--- src/rtl/slc3_pkg.sv ---
// Shared definitions for the SLC-3 memory path.
// Holds the sequencer state encoding, the default memory-mapped I/O address
// and a helper that converts an access length into a down-counter load value.
package slc3_pkg;

  typedef enum logic [1:0] {
    ST_IDLE   = 2'd0,
    ST_SETUP  = 2'd1,
    ST_ACCESS = 2'd2,
    ST_DONE   = 2'd3
  } seq_state_t;

  // Address decoded as the switch (read) / hex display (write) register.
  localparam logic [15:0] IO_ADDR_DEFAULT = 16'hFFFF;

  // The counter runs from cycles-1 down to 0, so terminal count is reached
  // on the last ACCESS cycle without an extra compare against cycles.
  function automatic logic [3:0] wait_load(input int cycles);
    return 4'(cycles - 1);
  endfunction

endpackage

--- src/rtl/wait_counter.sv ---
// Loadable 4-bit down-counter with terminal-count flag.
// Ports:
//   clk, rst_n  : clock, asynchronous active-low reset (count clears to 0)
//   load        : load load_val on the next rising edge (has priority)
//   load_val    : value to load
//   dec         : decrement on the next rising edge (stops at 0)
//   tc          : high while the count is 0
module wait_counter (
  input  logic       clk,
  input  logic       rst_n,
  input  logic       load,
  input  logic [3:0] load_val,
  input  logic       dec,
  output logic       tc
);

  logic [3:0] cnt_q;
  logic [3:0] cnt_d;

  always_comb begin
    cnt_d = cnt_q;
    if (load) begin
      cnt_d = load_val;
    end else if (dec && (cnt_q != 4'd0)) begin
      cnt_d = cnt_q - 4'd1;
    end
  end

  always_ff @(posedge clk or negedge rst_n) begin
    if (!rst_n) begin
      cnt_q <= 4'd0;
    end else begin
      cnt_q <= cnt_d;
    end
  end

  assign tc = (cnt_q == 4'd0);

endmodule

--- src/rtl/mem_sequencer.sv ---
// SRAM / memory-mapped I/O access sequencer for the SLC-3 datapath.
// Sits between the MAR/MDR registers and the SRAM tristate buffer and
// generates the active-low SRAM strobes for each CPU access.
// Ports:
//   Clk, Reset          : clock, asynchronous active-low reset
//   Req, Wr, Addr, Wdata: CPU request (sampled only in IDLE)
//   Rdata               : read data, held until the next read completes
//   Ack                 : one-cycle completion pulse
//   Busy                : high whenever the sequencer is not IDLE
//   Switches, Hex_Out   : board switches / hex display register (at IO_ADDR)
//   CE, UB, LB, OE, WE  : active-low SRAM strobes
//   SRAM_ADDR           : 20-bit SRAM address (upper nibble zero)
//   Sram_Dout, Sram_Drive, Sram_Din : tristate buffer data and enable
module mem_sequencer
  import slc3_pkg::*;
#(
  parameter int          WAIT_CYCLES = 2,
  parameter logic [15:0] IO_ADDR     = IO_ADDR_DEFAULT
) (
  input  logic        Clk,
  input  logic        Reset,
  input  logic        Req,
  input  logic        Wr,
  input  logic [15:0] Addr,
  input  logic [15:0] Wdata,
  output logic [15:0] Rdata,
  output logic        Ack,
  output logic        Busy,
  input  logic [15:0] Switches,
  output logic [15:0] Hex_Out,
  output logic        CE,
  output logic        UB,
  output logic        LB,
  output logic        OE,
  output logic        WE,
  output logic [19:0] SRAM_ADDR,
  output logic [15:0] Sram_Dout,
  output logic        Sram_Drive,
  input  logic [15:0] Sram_Din
);

  seq_state_t  state_q, state_d;
  logic [15:0] addr_q, addr_d;
  logic [15:0] wdata_q, wdata_d;
  logic [15:0] rdata_q, rdata_d;
  logic [15:0] hex_q, hex_d;
  logic        wr_q, wr_d;
  logic        io_q, io_d;

  logic        cnt_load;
  logic        cnt_dec;
  logic        cnt_tc;

  wait_counter u_wait_counter (
    .clk      (Clk),
    .rst_n    (Reset),
    .load     (cnt_load),
    .load_val (wait_load(WAIT_CYCLES)),
    .dec      (cnt_dec),
    .tc       (cnt_tc)
  );

  // Next-state and register updates. The request fields are latched once in
  // IDLE so that CPU-side changes during an access cannot disturb it.
  always_comb begin
    state_d  = state_q;
    addr_d   = addr_q;
    wdata_d  = wdata_q;
    rdata_d  = rdata_q;
    hex_d    = hex_q;
    wr_d     = wr_q;
    io_d     = io_q;
    cnt_load = 1'b0;
    cnt_dec  = 1'b0;

    case (state_q)
      ST_IDLE: begin
        if (Req) begin
          addr_d  = Addr;
          wr_d    = Wr;
          wdata_d = Wdata;
          io_d    = (Addr == IO_ADDR);
          if (Addr == IO_ADDR) begin
            // I/O accesses complete in one cycle with no SRAM activity.
            state_d = ST_DONE;
            if (Wr) begin
              hex_d = Wdata;
            end else begin
              rdata_d = Switches;
            end
          end else begin
            state_d = ST_SETUP;
          end
        end
      end
      ST_SETUP: begin
        cnt_load = 1'b1;
        state_d  = ST_ACCESS;
      end
      ST_ACCESS: begin
        if (cnt_tc) begin
          state_d = ST_DONE;
          if (!wr_q) begin
            rdata_d = Sram_Din;
          end
        end else begin
          cnt_dec = 1'b1;
        end
      end
      ST_DONE: begin
        state_d = ST_IDLE;
      end
      default: begin
        state_d = ST_IDLE;
      end
    endcase
  end

  // Strobe decode. WE is only pulled low in ACCESS and OE only on reads, so
  // the two can never overlap; the buffer drives only on writes, so it never
  // fights an SRAM output enable.
  always_comb begin
    CE         = 1'b1;
    UB         = 1'b1;
    LB         = 1'b1;
    OE         = 1'b1;
    WE         = 1'b1;
    Sram_Drive = 1'b0;
    Ack        = 1'b0;
    Busy       = (state_q != ST_IDLE);

    case (state_q)
      ST_SETUP: begin
        CE = 1'b0;
        UB = 1'b0;
        LB = 1'b0;
        if (wr_q) begin
          Sram_Drive = 1'b1;
        end else begin
          OE = 1'b0;
        end
      end
      ST_ACCESS: begin
        CE = 1'b0;
        UB = 1'b0;
        LB = 1'b0;
        if (wr_q) begin
          Sram_Drive = 1'b1;
          WE         = 1'b0;
        end else begin
          OE = 1'b0;
        end
      end
      ST_DONE: begin
        Ack = 1'b1;
        // Hold chip select and data one cycle past the WE rising edge.
        if (wr_q && !io_q) begin
          CE         = 1'b0;
          UB         = 1'b0;
          LB         = 1'b0;
          Sram_Drive = 1'b1;
        end
      end
      default: begin
      end
    endcase
  end

  always_ff @(posedge Clk or negedge Reset) begin
    if (!Reset) begin
      state_q <= ST_IDLE;
      addr_q  <= 16'h0000;
      wdata_q <= 16'h0000;
      rdata_q <= 16'h0000;
      hex_q   <= 16'h0000;
      wr_q    <= 1'b0;
      io_q    <= 1'b0;
    end else begin
      state_q <= state_d;
      addr_q  <= addr_d;
      wdata_q <= wdata_d;
      rdata_q <= rdata_d;
      hex_q   <= hex_d;
      wr_q    <= wr_d;
      io_q    <= io_d;
    end
  end

  assign Rdata     = rdata_q;
  assign Hex_Out   = hex_q;
  assign SRAM_ADDR = {4'h0, addr_q};
  assign Sram_Dout = wdata_q;

endmodule

--- config.mk ---
export PLATFORM = sky130hd
export DESIGN_NAME = mem_sequencer
export DESIGN_NICKNAME = d
export VERILOG_FILES = /design/src/rtl/slc3_pkg.sv /design/src/rtl/wait_counter.sv /design/src/rtl/mem_sequencer.sv
export SDC_FILE = /design/constraint.sdc
export NUM_CORES = 1
export LEC_CHECK = 0
export BUFFER_PORTS_ARGS = -buffer_cell sky130_fd_sc_hd__buf_2
export CORE_UTILIZATION = 38
export DETAILED_ROUTE_END_ITERATION = 12
export GPL_TIMING_DRIVEN = 1
export MAX_ROUTING_LAYER = met4
export PLACE_DENSITY_LB_ADDON = 0.25
export SYNTH_ARGS = -nofsm -noshare
export SYNTH_HDL_FRONTEND = slang
export SYNTH_SLANG_ARGS = --single-unit
--- constraint.sdc ---
create_clock -name Clk -period 4.8 [get_ports Clk]
set_input_delay 1.2 -clock Clk [delete_from_list [all_inputs] [get_ports Clk]]
set_output_delay 1.2 -clock Clk [all_outputs]
set_load 0.05 [all_outputs]
# Yosys cells after proc, flatten, opt, wreduce, memory -nomap -nowiden
# Index checks and enable logic that the tools add are counted.
[totals]
register_bits = 72
out_inout_bits = 76
[op_classes]
muxes = 24
addsub = 1
n_eq_ne = 9
n_reduce_logical = 14
[ops]
columns = ["operator", "count"]
rows = [
  ["$mux 16", 5],
  ["$pmux 16 s2", 1],
  ["$eq 16x16->1 const B", 1],
  ["$mux 1", 10],
  ["$ne 2x2->1 const B", 5],
  ["$mux 4", 2],
  ["$pmux 2 s4", 1],
  ["$mux 2", 3],
  ["$reduce_and 6->1", 1],
  ["$reduce_bool 2->1", 3],
  ["$eq 2x2->1 const B", 2],
  ["$logic_not 4->1", 1],
  ["$pmux 1 s2", 2],
  ["$reduce_and 2->1", 2],
  ["$reduce_and 4->1", 1],
  ["$reduce_bool 4->1", 1],
  ["$sub 4x1->4 const B", 1],
  ["$eq 2x1->1 const B", 1],
  ["$logic_and 1x1->1", 2],
  ["$logic_not 2->1", 1],
  ["$reduce_or 2->1", 1],
  ["$logic_not 1->1", 1],
]

# Depth between registers and ports, before layout
# Gate-level depths: netlist (run 1).
[depth]
word_depth = 6
depth_mapped = 8
depth_no_buf = 6

# By module
# A second synthesis (run 1) with hierarchy kept.
[hier_totals]
cells_unflattened = 305
hier_area_um2 = 3618.5
[modules_own_cells]
columns = ["mod", "n_inst", "cells_per_inst", "area_each_um2"]
rows = [
  ["mem_sequencer", 1, 278, 3348.2],
  ["wait_counter", 1, 27, 270.3],
]

# Worst setup path after synthesis (run 1)
# Ideal clock, no wire load.
[synth_timing]
path_kind = "register to output"
from = "reg state_q[0]"
to = "out LB"
arrival_ns = 2.236
path_stages_with_launch = 5
path_slack_ns = 1.364
required_ns = 3.600
cell_sequence = "dfrtp_1 ha_1 nor2b_1 a31oi_1 buf_4"
[synth_between]
elab_chain_cells = 3
elab_cells_between_ends = 5
classes_between = "3 x eq/ne; 1 x mux; 1 x reduce/logical"
[synth_rtl]
columns = ["item", "line", "source"]
rows = [
  ["start: declaration", "mem_sequencer.sv:42", "seq_state_t state_q, state_d;"],
  ["start signal: assignment", "mem_sequencer.sv:179", "state_q <= state_d;"],
  ["$eq 2x2->1 or $eq 2x1->1 (tied branches)", "--", ""],
  ["$reduce_or 2->1 (no source line)", "--", ""],
  ["$pmux 1 s2 (*)", "--", ""],
  ["end: declaration", "mem_sequencer.sv:33", "output logic LB,"],
]
# Mark *: on every way between the ends. The rest lies on a longest branch, timed or not.

# Final worst setup path (run 1)
[layout_timing]
from = "reg state_q[0]"
to = "out WE"
[layout_between]
elab_chain_cells = 2
[layout_rtl]
columns = ["item", "line", "source"]
rows = [
  ["$eq 2x2->1", "mem_sequencer.sv:132", "case (state_q)"],
  ["$mux 1", "mem_sequencer.sv:132", ""],
  ["end: declaration", "mem_sequencer.sv:35", "output logic WE,"],
]
# Every way passes these cells.

==> results.txt, run 1 <==
clock-pin slew on the worst setup and hold paths: 70 ps
fin area: 0.004116 mm2
Post-Synth Adder-Cell Area: 0.02765
Rows: 32
status: complete, no violations
Slew @ Worst Pin: 890.4 ps
CTS buffer count: 9
final WL: 6544 um
DRC viols: 0
Unique masters post-synth: 29
LEAKAGE: 2.066 nW
Antenna Cells: 0
Mapped Cells: 220
RSZ-0062 raised after global routing: false
ys flop type: dfrtp_1
Total Power: 3.205 mW
Congestion Overflow GR: 0
critical path class: register to output port
Pwr per Cell Area: 778.5 mW/mm2
Post-Syn Area: 0.003168 mm2
max cap viols: 0
vias in the first global route: 2208
first drt pass iteration count: 4
post-CTS resize count: 0
maximum VDD drop: 0.4246 mV
Hold-fix buffers, CTS: 0
first-pass GRT wire length: 10580 um
Post-Synth Simple-Gate Area: 0.04937
port bufs: 139
post-synthesis async set-or-reset flop share: 1.000
Area Overhead vs Synth: 29.94%
fmax: 0.3051 GHz
Worst setup EP type: output port
area share of xor/xnor cells in the synthesized design: 0.008294
Die Y: 93.31 um
Final nets: 436
reg2reg setup slack: 2170 ps
synthesis-stage register bit count: 72
total global routing track utilization: 0.1653
IO Count: 144
placed standard-cell area: 0.003934 mm2
via count: 2219
Fin Clk Skew: 8.371 ps
Final ANT Viol Nets: 0
Sink Count: 72
clock latency on the worst-skew pair: 340 ps
CTS Buffer Depth: 2
CTS tree: yes
Initial Util: 0.4016
Core ar.: 0.007888 mm2
share of layout cells above drive strength 1: 0.6511
Initial DRC Count: 46
Req. time, crit path: 3600 ps
largest family of logic cells by synthesized area: multiplexers
Post-CTS Setup Inserts: 0
Crit Path Max Fanout: 20
final setup vio count: 0
gp weighted congestion: 0.6870
final worst-path cycle share: 0.6828
Die X: 93.31 um
Final Hold Fails: 0
Slew HR: 0.4064
largest net degree at the start of global routing: 73
WL/cell: 14.04 um
register area share after synthesis: 0.5687
Post-synth EDFFs: 0
Startpoint Class: register
critical path arrival: 2080 ps
Slew Limit Fails: 0
Compound-Gate Fraction of Synth Area: 0.01738
Vias/cell: 4.762
mux share of post-synthesis cell area: 0.2942
die area: 0.008706 mm2
syn avg cell area: 14.40 um2
htree depth: 3
setup TNS: 0 ps
HPWL after DPL: 4851 um
clock root buffer master: clkbuf_8
initial antenna violation count: 0
min Tclk post-route: 3277 ps
worst hold path class: register to register
synth warn: 0
==> kinds of logic after synthesis <==
kind of cell,Yosys count
AND/OR/NAND/NOR,28
other,1
flip-flops,72
multiplexers,83
adder cells (fa/ha/maj),7
buffers and inverters,20
XOR/XNOR,3
AO/OA/AOI/OAI,6
==> flip-flops by register name, summed over array words and instances (netlist names) <==
name and cells:
Hex_Out 16, Rdata 16, Sram_Dout 16, addr_q 16, io_q 1, state_q 2
u_wait_counter.cnt_q 4, wr_q 1
==> layout by cell type (no fill, tap or decap), drive strengths merged, types with 2 or more instances in the layout <==
cell type,n
buf,140
mux2,81
dfrtp,72
clkbuf,9
inv,8
nor2,7
ha,7
nand4,4
conb,4
nor3b,3
nand2,3
xnor2,3
nand2b,2
nand3,2
mux2i,2
clkinvlp,2
==> synth_stat cells, types with 3 or more instances <==
cell       n  area, um2
buf_4      6      45.04
clkbuf_1   6      22.52
dfrtp_1   72       1802
ha_1       7      87.58
inv_1      7      26.28
mux2_2    81      912.1
nand2_1    3      11.26
nand4_1    4      25.02
nor2_1     7      26.28
nor3b_1    3      22.52
xnor2_1    3      26.28
==> cell type report <==
type,count,area (um2)
Fill cell,725,3771
Sequential cell,72,1802
Multi-Input combinational cell,131,1272
Timing Repair Buffer,140,705.7
Tap cell,102,127.6
Clock buffer,9,123.9
Clock inverter,5,58.81
Inverter,7,26.28
==> power breakdown <==
part | leakage, nW | internal (mW) | switching [mW]
Combinational | 1.09 | 0.509 | 1.28
Sequential | 0.888 | 0.840 | 0.117
Clock | 0.0876 | 0.235 | 0.222
Total | 2.07 | 1.58 | 1.62
==> critical path, stage by stage, from the launching register on <==
cell,delay [ps]
dfrtp_1,420
inv_1,110
ha_1,730
nand2_1,190
buf_2,280
==> metrics by stage <==
stage          instances  hold slack (ps)  utilization  setup slack (ps)
3_5_place_dp         452            473.7       0.4987              1449
5_1_grt              466            514.8       0.5219              1371
3_3_place_gp         452            472.0       0.4987              1500
4_1_cts              466            490.6       0.5219              1468
2_1_floorplan        223            449.8            -              1364
6_report             466            492.8       0.5219              1523
==> path summary, 6_finish.rpt <==
path | from | cells after the start | end
worst max-delay path | state_q[0] | 4 | WE
worst min-delay path | io_q | 2 | io_q
worst max register to register | state_q[0] | 6 | Rdata[12]
worst min register to register | io_q | 2 | io_q
max in group asynchronous | Reset | 1 | addr_q[8]
min in group asynchronous | Reset | 1 | Sram_Dout[4]
==> layer usage <==
layer  share of wire  vias up  track usage
li1                -     1044            -
met1            0.43     1059       0.1983
met2            0.47      105       0.2610
met3           0.078       11      0.04634
met4           0.016        0      0.07308
met5               0        -            -
Note: power is estimated with default switching activity, not from simulation.
==> run 2, diff against run 1 <==
--- a/config.mk
+++ b/config.mk
@@ -5,6 +5,7 @@
 export SDC_FILE = /design/constraint.sdc
 export NUM_CORES = 1
 export LEC_CHECK = 0
+export ABC_AREA = 1
 export BUFFER_PORTS_ARGS = -buffer_cell sky130_fd_sc_hd__buf_2
 export CORE_UTILIZATION = 38
 export DETAILED_ROUTE_END_ITERATION = 12
==> constraint.sdc (replaced) <==
create_clock -name Clk -period 2.8 [get_ports Clk]
set_input_delay 0.7 -clock Clk [delete_from_list [all_inputs] [get_ports Clk]]
set_output_delay 0.7 -clock Clk [all_outputs]
set_load 0.05 [all_outputs]
==> results.txt, run 2 <==
CP Buf/Inv Count: 2
die area: 0.008820 mm2
final worst-path cycle share: 0.8526
Layout Cells excl Fill: 606
status: complete, no violations
register area share after synthesis: 0.5612
worst setup path startpoint: state_q[0]
clock-pin slew on the worst setup and hold paths: 80 ps
Pwr per Cell Area: 1378 mW/mm2
post-synthesis async set-or-reset flop share: 1.000
critical path arrival: 1690 ps
post-CTS resize count: 0
Vias/cell: 4.592
Worst setup EP type: output port
Post-synth top cells: nand2_1 (137), dfrtp_1 (72), inv_1 (27), o21ai_0 (21), nand3_1 (18)
Slew HR: 0.3821
critical path endpoint: CE
Unique masters post-synth: 23
CTS Buffer Depth: 2
largest net degree at the start of global routing: 73
Post-synth EDFFs: 0
worst hold path class: input pin to asynchronous set/reset pin
DRC viols: 0
final WL: 7429 um
Post-CTS Setup Inserts: 0
first-pass GRT wire length: 11850 um
htree depth: 3
initial antenna violation count: 0
WL/cell: 12.26 um
Placed Cells: 590
most frequent cell after synthesis: nand2_1
Congestion Overflow GR: 0
power share of the clock group: 0.161
port bufs: 139
Slew Limit Fails: 0
final setup vio count: 0
Antenna Cells: 0
Final Hold Fails: 0
min Tclk post-route: 2387 ps
total global routing track utilization: 0.1778
reg2reg end: Rdata[2]
LEAKAGE: 2.379 nW
via count: 2783
Area Overhead vs Synth: 30.51%
CTS tree: yes
clock root buffer master: clkbuf_8
Sink Count: 72
Initial DRC Count: 159
clock latency on the worst-skew pair: 340 ps
Initial Util: 0.3927
setup TNS: 0 ps
Die X: 93.92 um
commonest non-fill, non-tap cells in the layout: buf_2 (138), nand2_1 (137), dfrtp_1 (72)
RR Startpoint: state_q[0]
Final ANT Viol Nets: 0
Final nets: 571
Die Y: 93.92 um
Sw Pwr: 3.052 mW
maximum VDD drop: 0.5432 mV
most common cell after layout, fill and taps aside: buf_2
synthesis-stage register bit count: 72
vias in the first global route: 2560
synth top area cells: dfrtp_1 (56%), nand2_1 (16%), mux2_2 (5.6%), o21ai_0 (3.3%), inv_1 (3.2%)
Yosys top cell by area: dfrtp_1
Crit path depth: 4
reg2reg setup slack: 870 ps
CTS buffer count: 9
Mapped Cells: 360
Core ar.: 0.008175 mm2
Synth top area share: 0.5612
Worst path slowest cell: dfrtp_1
synth warn: 0
Post-Syn Area: 0.003211 mm2
ys flop type: dfrtp_1
Slew @ Worst Pin: 926.8 ps
Seq pwr share: 0.281
cell family with most CP delay: buffers and inverters
reg2reg path depth: 8
gp weighted congestion: 0.7918
Pint: 2.724 mW
crit path cell chain: inv_1, ha_1, a21oi_2, buf_2
Startpoint Class: register
Rows: 33
HPWL after DPL: 5348 um
Fin Clk Skew: 13.97 ps
fmax: 0.4189 GHz
switch share: 0.5284
Hold-fix buffers, CTS: 0
share of layout cells above drive strength 1: 0.3633
first drt pass iteration count: 8
slowest stage delay, CP: 380 ps
pre-CTS worst setup slack: 702.4 ps
Crit Path Max Fanout: 4
Req. time, crit path: 2100 ps
syn avg cell area: 8.918 um2
combinational share of power: 0.558
critical path class: register to output port
max cap viols: 0
IO Count: 144
RSZ-0062 raised after global routing: false
setup ws final: 412.7 ps
## run 2: changes by cell type after synthesis, moves of 3 or more
cell | before | now
inv_1 | 7 | 27
o21ai_0 | 1 | 21
a21oi_1 | 1 | 6
mux2_2 | 81 | 16
buf_2 | 0 | 8
nand2_1 | 3 | 137
nand3_1 | 2 | 18
xnor2_1 | 3 | 0
o21ai_1 | 0 | 17
nor3b_1 | 3 | 0
nand4_1 | 4 | 0
## run 2: worst min path at each step
stage                                   end  slack (ps)  cells after the start
finish              u_wait_counter.cnt_q[1]         460                      1
floorplan                        Hex_Out[0]         400                      0
global placement    u_wait_counter.cnt_q[3]         450                      1
CTS                 u_wait_counter.cnt_q[3]         470                      1
detailed placement                Rdata[15]         460                      2
global route                       Rdata[5]         490                      2
## run 2: cell type report
type / instances / area (um2)
fillers: 847 / 3985
flip-flops and latches: 72 / 1802
multi-input cells: 242 / 1200
repair buffers: 142 / 720.7
clock buffers: 10 / 137.6
well taps: 105 / 131.4
inverters: 29 / 108.9
clock inverters: 6 / 90.09
## run 2: power groups by stage
stage | Clock, mW | Combinational, mW | Sequential, mW
finish | 0.928 | 3.22 | 1.62
global route | 1.00 | 3.49 | 1.68
CTS | 0.956 | 3.25 | 1.63
detailed placement | 0 | 3.25 | 1.64
global placement | 0 | 3.20 | 1.63
floorplan | 0 | 1.45 | 2.76
## run 2: cell families (layout without fill, tap and decap cells)
family                     Yosys count  after routing  synth area share
and+or+nand+nor                    168            168            0.2089
muxes                               16             16           0.05612
other                                1              4          0.001168
DFF                                 72             72            0.5612
AOI/OAI and AO/OA                   47             47           0.07561
adders and majority gates            7              7           0.02728
buffers and inverters               49            187           0.06976
## run 2: metrics by stage
step           total power, mW  area, um2  utilization  hold WS (ps)
4_1_cts                  5.836       4190       0.5126         472.3
3_5_place_dp             4.892       3963       0.4847         455.8
2_1_floorplan            4.211       3226            -         404.4
3_3_place_gp             4.830       3963       0.4847         445.9
6_report                 5.776       4190       0.5126         458.5
5_1_grt                  6.166       4190       0.5126         493.3
## run 2: per-layer routing
metal / up-vias / wire length, um / part of all wire / GRT usage
li1: 1398 / - / - / -
met1: 1287 / 3354 / 0.45 / 0.2276
met2: 94 / 3553 / 0.48 / 0.2768
met3: 4 / 459 / 0.062 / 0.03883
met4: 0 / 61 / 0.0082 / 0.06667
met5: - / 0 / 0 / -
==> run 3, diff against run 2 <==
--- a/config.mk
+++ b/config.mk
@@ -7,7 +7,7 @@
 export LEC_CHECK = 0
 export ABC_AREA = 1
 export BUFFER_PORTS_ARGS = -buffer_cell sky130_fd_sc_hd__buf_2
-export CORE_UTILIZATION = 38
+export CORE_UTILIZATION = 42
 export DETAILED_ROUTE_END_ITERATION = 12
 export GPL_TIMING_DRIVEN = 1
 export MAX_ROUTING_LAYER = met4
==> results.txt, run 3 (synthesis gave the netlist of run 2 again) <==
via count: 2772
clock-pin slew on the worst setup and hold paths: 70 ps
final setup vio count: 0
Final nets: 571
largest net degree at the start of global routing: 73
setup TNS: 0 ps
Rows: 31
RSZ-0062 raised after global routing: false
crit path cell chain: ha_1, inv_1, nor3_1, a21oi_1, nor2_1, buf_2
worst hold path class: register to register
Hold-fix buffers, CTS: 0
clock root buffer master: clkbuf_8
met1 wire length: 3308 um
Slew @ Worst Pin: 897.7 ps
LEAKAGE: 2.379 nW
critical path arrival: 1690 ps
max cap viols: 0
Pwr per Cell Area: 1377 mW/mm2
fmax: 0.4193 GHz
Die Y: 89.43 um
Initial DRC Count: 111
initial antenna violation count: 0
post-CTS resize count: 0
port bufs: 139
Fin Clk Skew: 11.89 ps
Worst setup EP type: output port
IO Count: 144
placed standard-cell area: 0.003955 mm2
Final Hold Fails: 0
CTS tree: yes
CTS Buffer Depth: 2
min Tclk post-route: 2385 ps
critical path class: register to output port
first-pass GRT wire length: 11340 um
clock latency on the worst-skew pair: 340 ps
Final ANT Viol Nets: 0
Slew HR: 0.4016
share of layout cells above drive strength 1: 0.3613
DRC viols: 0
most common cell after layout, fill and taps aside: buf_2
CP Buf/Inv Count: 2
Slew Limit Fails: 0
Sink Count: 72
Fillers: 690
Crit Path Max Fanout: 3
die area: 0.007998 mm2
CTS buffer count: 9
gp weighted congestion: 0.7786
Core ar.: 0.007331 mm2
first drt pass iteration count: 4
status: complete, no violations
Post-CTS Setup Inserts: 0
DR WL met3: 374 um
Worst path slowest cell: dfrtp_1
Final Util: 0.5711
Initial Util: 0.4380
commonest non-fill, non-tap cells in the layout: buf_2 (138), nand2_1 (137), dfrtp_1 (72)
HPWL after DPL: 5182 um
htree depth: 3
WL/cell: 12.01 um
Startpoint Class: register
cell family with most CP delay: flip-flops
Vias/cell: 4.620
highest metal used: met4
Hold Slack: 462.0 ps
final worst-path cycle share: 0.8518
Antenna Cells: 0
Area Overhead vs Synth: 30.40%
Congestion Overflow GR: 0
vias in the first global route: 2520
met2 routed WL: 3467 um
Req. time, crit path: 2100 ps
slowest stage delay, CP: 390 ps
Die X: 89.43 um
maximum VDD drop: 0.7458 mV
final WL: 7208 um
total global routing track utilization: 0.1923
fin area: 0.004187 mm2
run 3: report_power, final:
group / total (mW) / internal [mW] / switching [mW]
combinational: 3.20 / 0.766 / 2.44
sequential: 1.63 / 1.43 / 0.200
clock: 0.933 / 0.553 / 0.380
total: 5.76 / 2.75 / 3.02
run 3: stage by stage:
step | worst slack, ps | power, mW | cells
finish | 414.9 | 5.763 | 600
global route | 266.7 | 6.122 | 600
CTS | 380.8 | 5.813 | 600
detailed placement | 682.8 | 4.862 | 584
global placement | 702.7 | 4.814 | 584
floorplan | 185.9 | 4.211 | 363
run 3: final timing paths:
| check | startpoint | end | slack [ps] | depth (start not counted) |
|---|---|---|---|---|
| setup / recovery | state_q[1] | Sram_Drive | 410 | 6 |
| hold reg to reg | u_wait_counter.cnt_q[3] | u_wait_counter.cnt_q[3] | 460 | 1 |
| hold / removal | u_wait_counter.cnt_q[3] | u_wait_counter.cnt_q[3] | 460 | 1 |
| max in group asynchronous | Reset | Hex_Out[15] | 1730 | 1 |
| min in group asynchronous | Reset | u_wait_counter.cnt_q[1] | 490 | 1 |
| setup reg to reg | state_q[0] | Rdata[0] | 730 | 9 |
run 3: per-layer routing:
layer  track usage  vias to the layer above
met4       0.08225                        0
met5             -                        -
li1              -                     1399
met2        0.3060                       86
met3       0.03693                        5
met1        0.2403                     1282
run 3: cell type report:
class                           instances  area (um2)  share of cell area
Sequential cell                        72        1802              0.4304
Multi-Input combinational cell        242        1200              0.2866
Timing Repair Buffer                  142       720.7              0.1721
Clock buffer                           12       155.1             0.03706
Tap cell                               99       123.9             0.02959
Inverter                               29       108.9             0.02600
Clock inverter                          4       76.32             0.01823
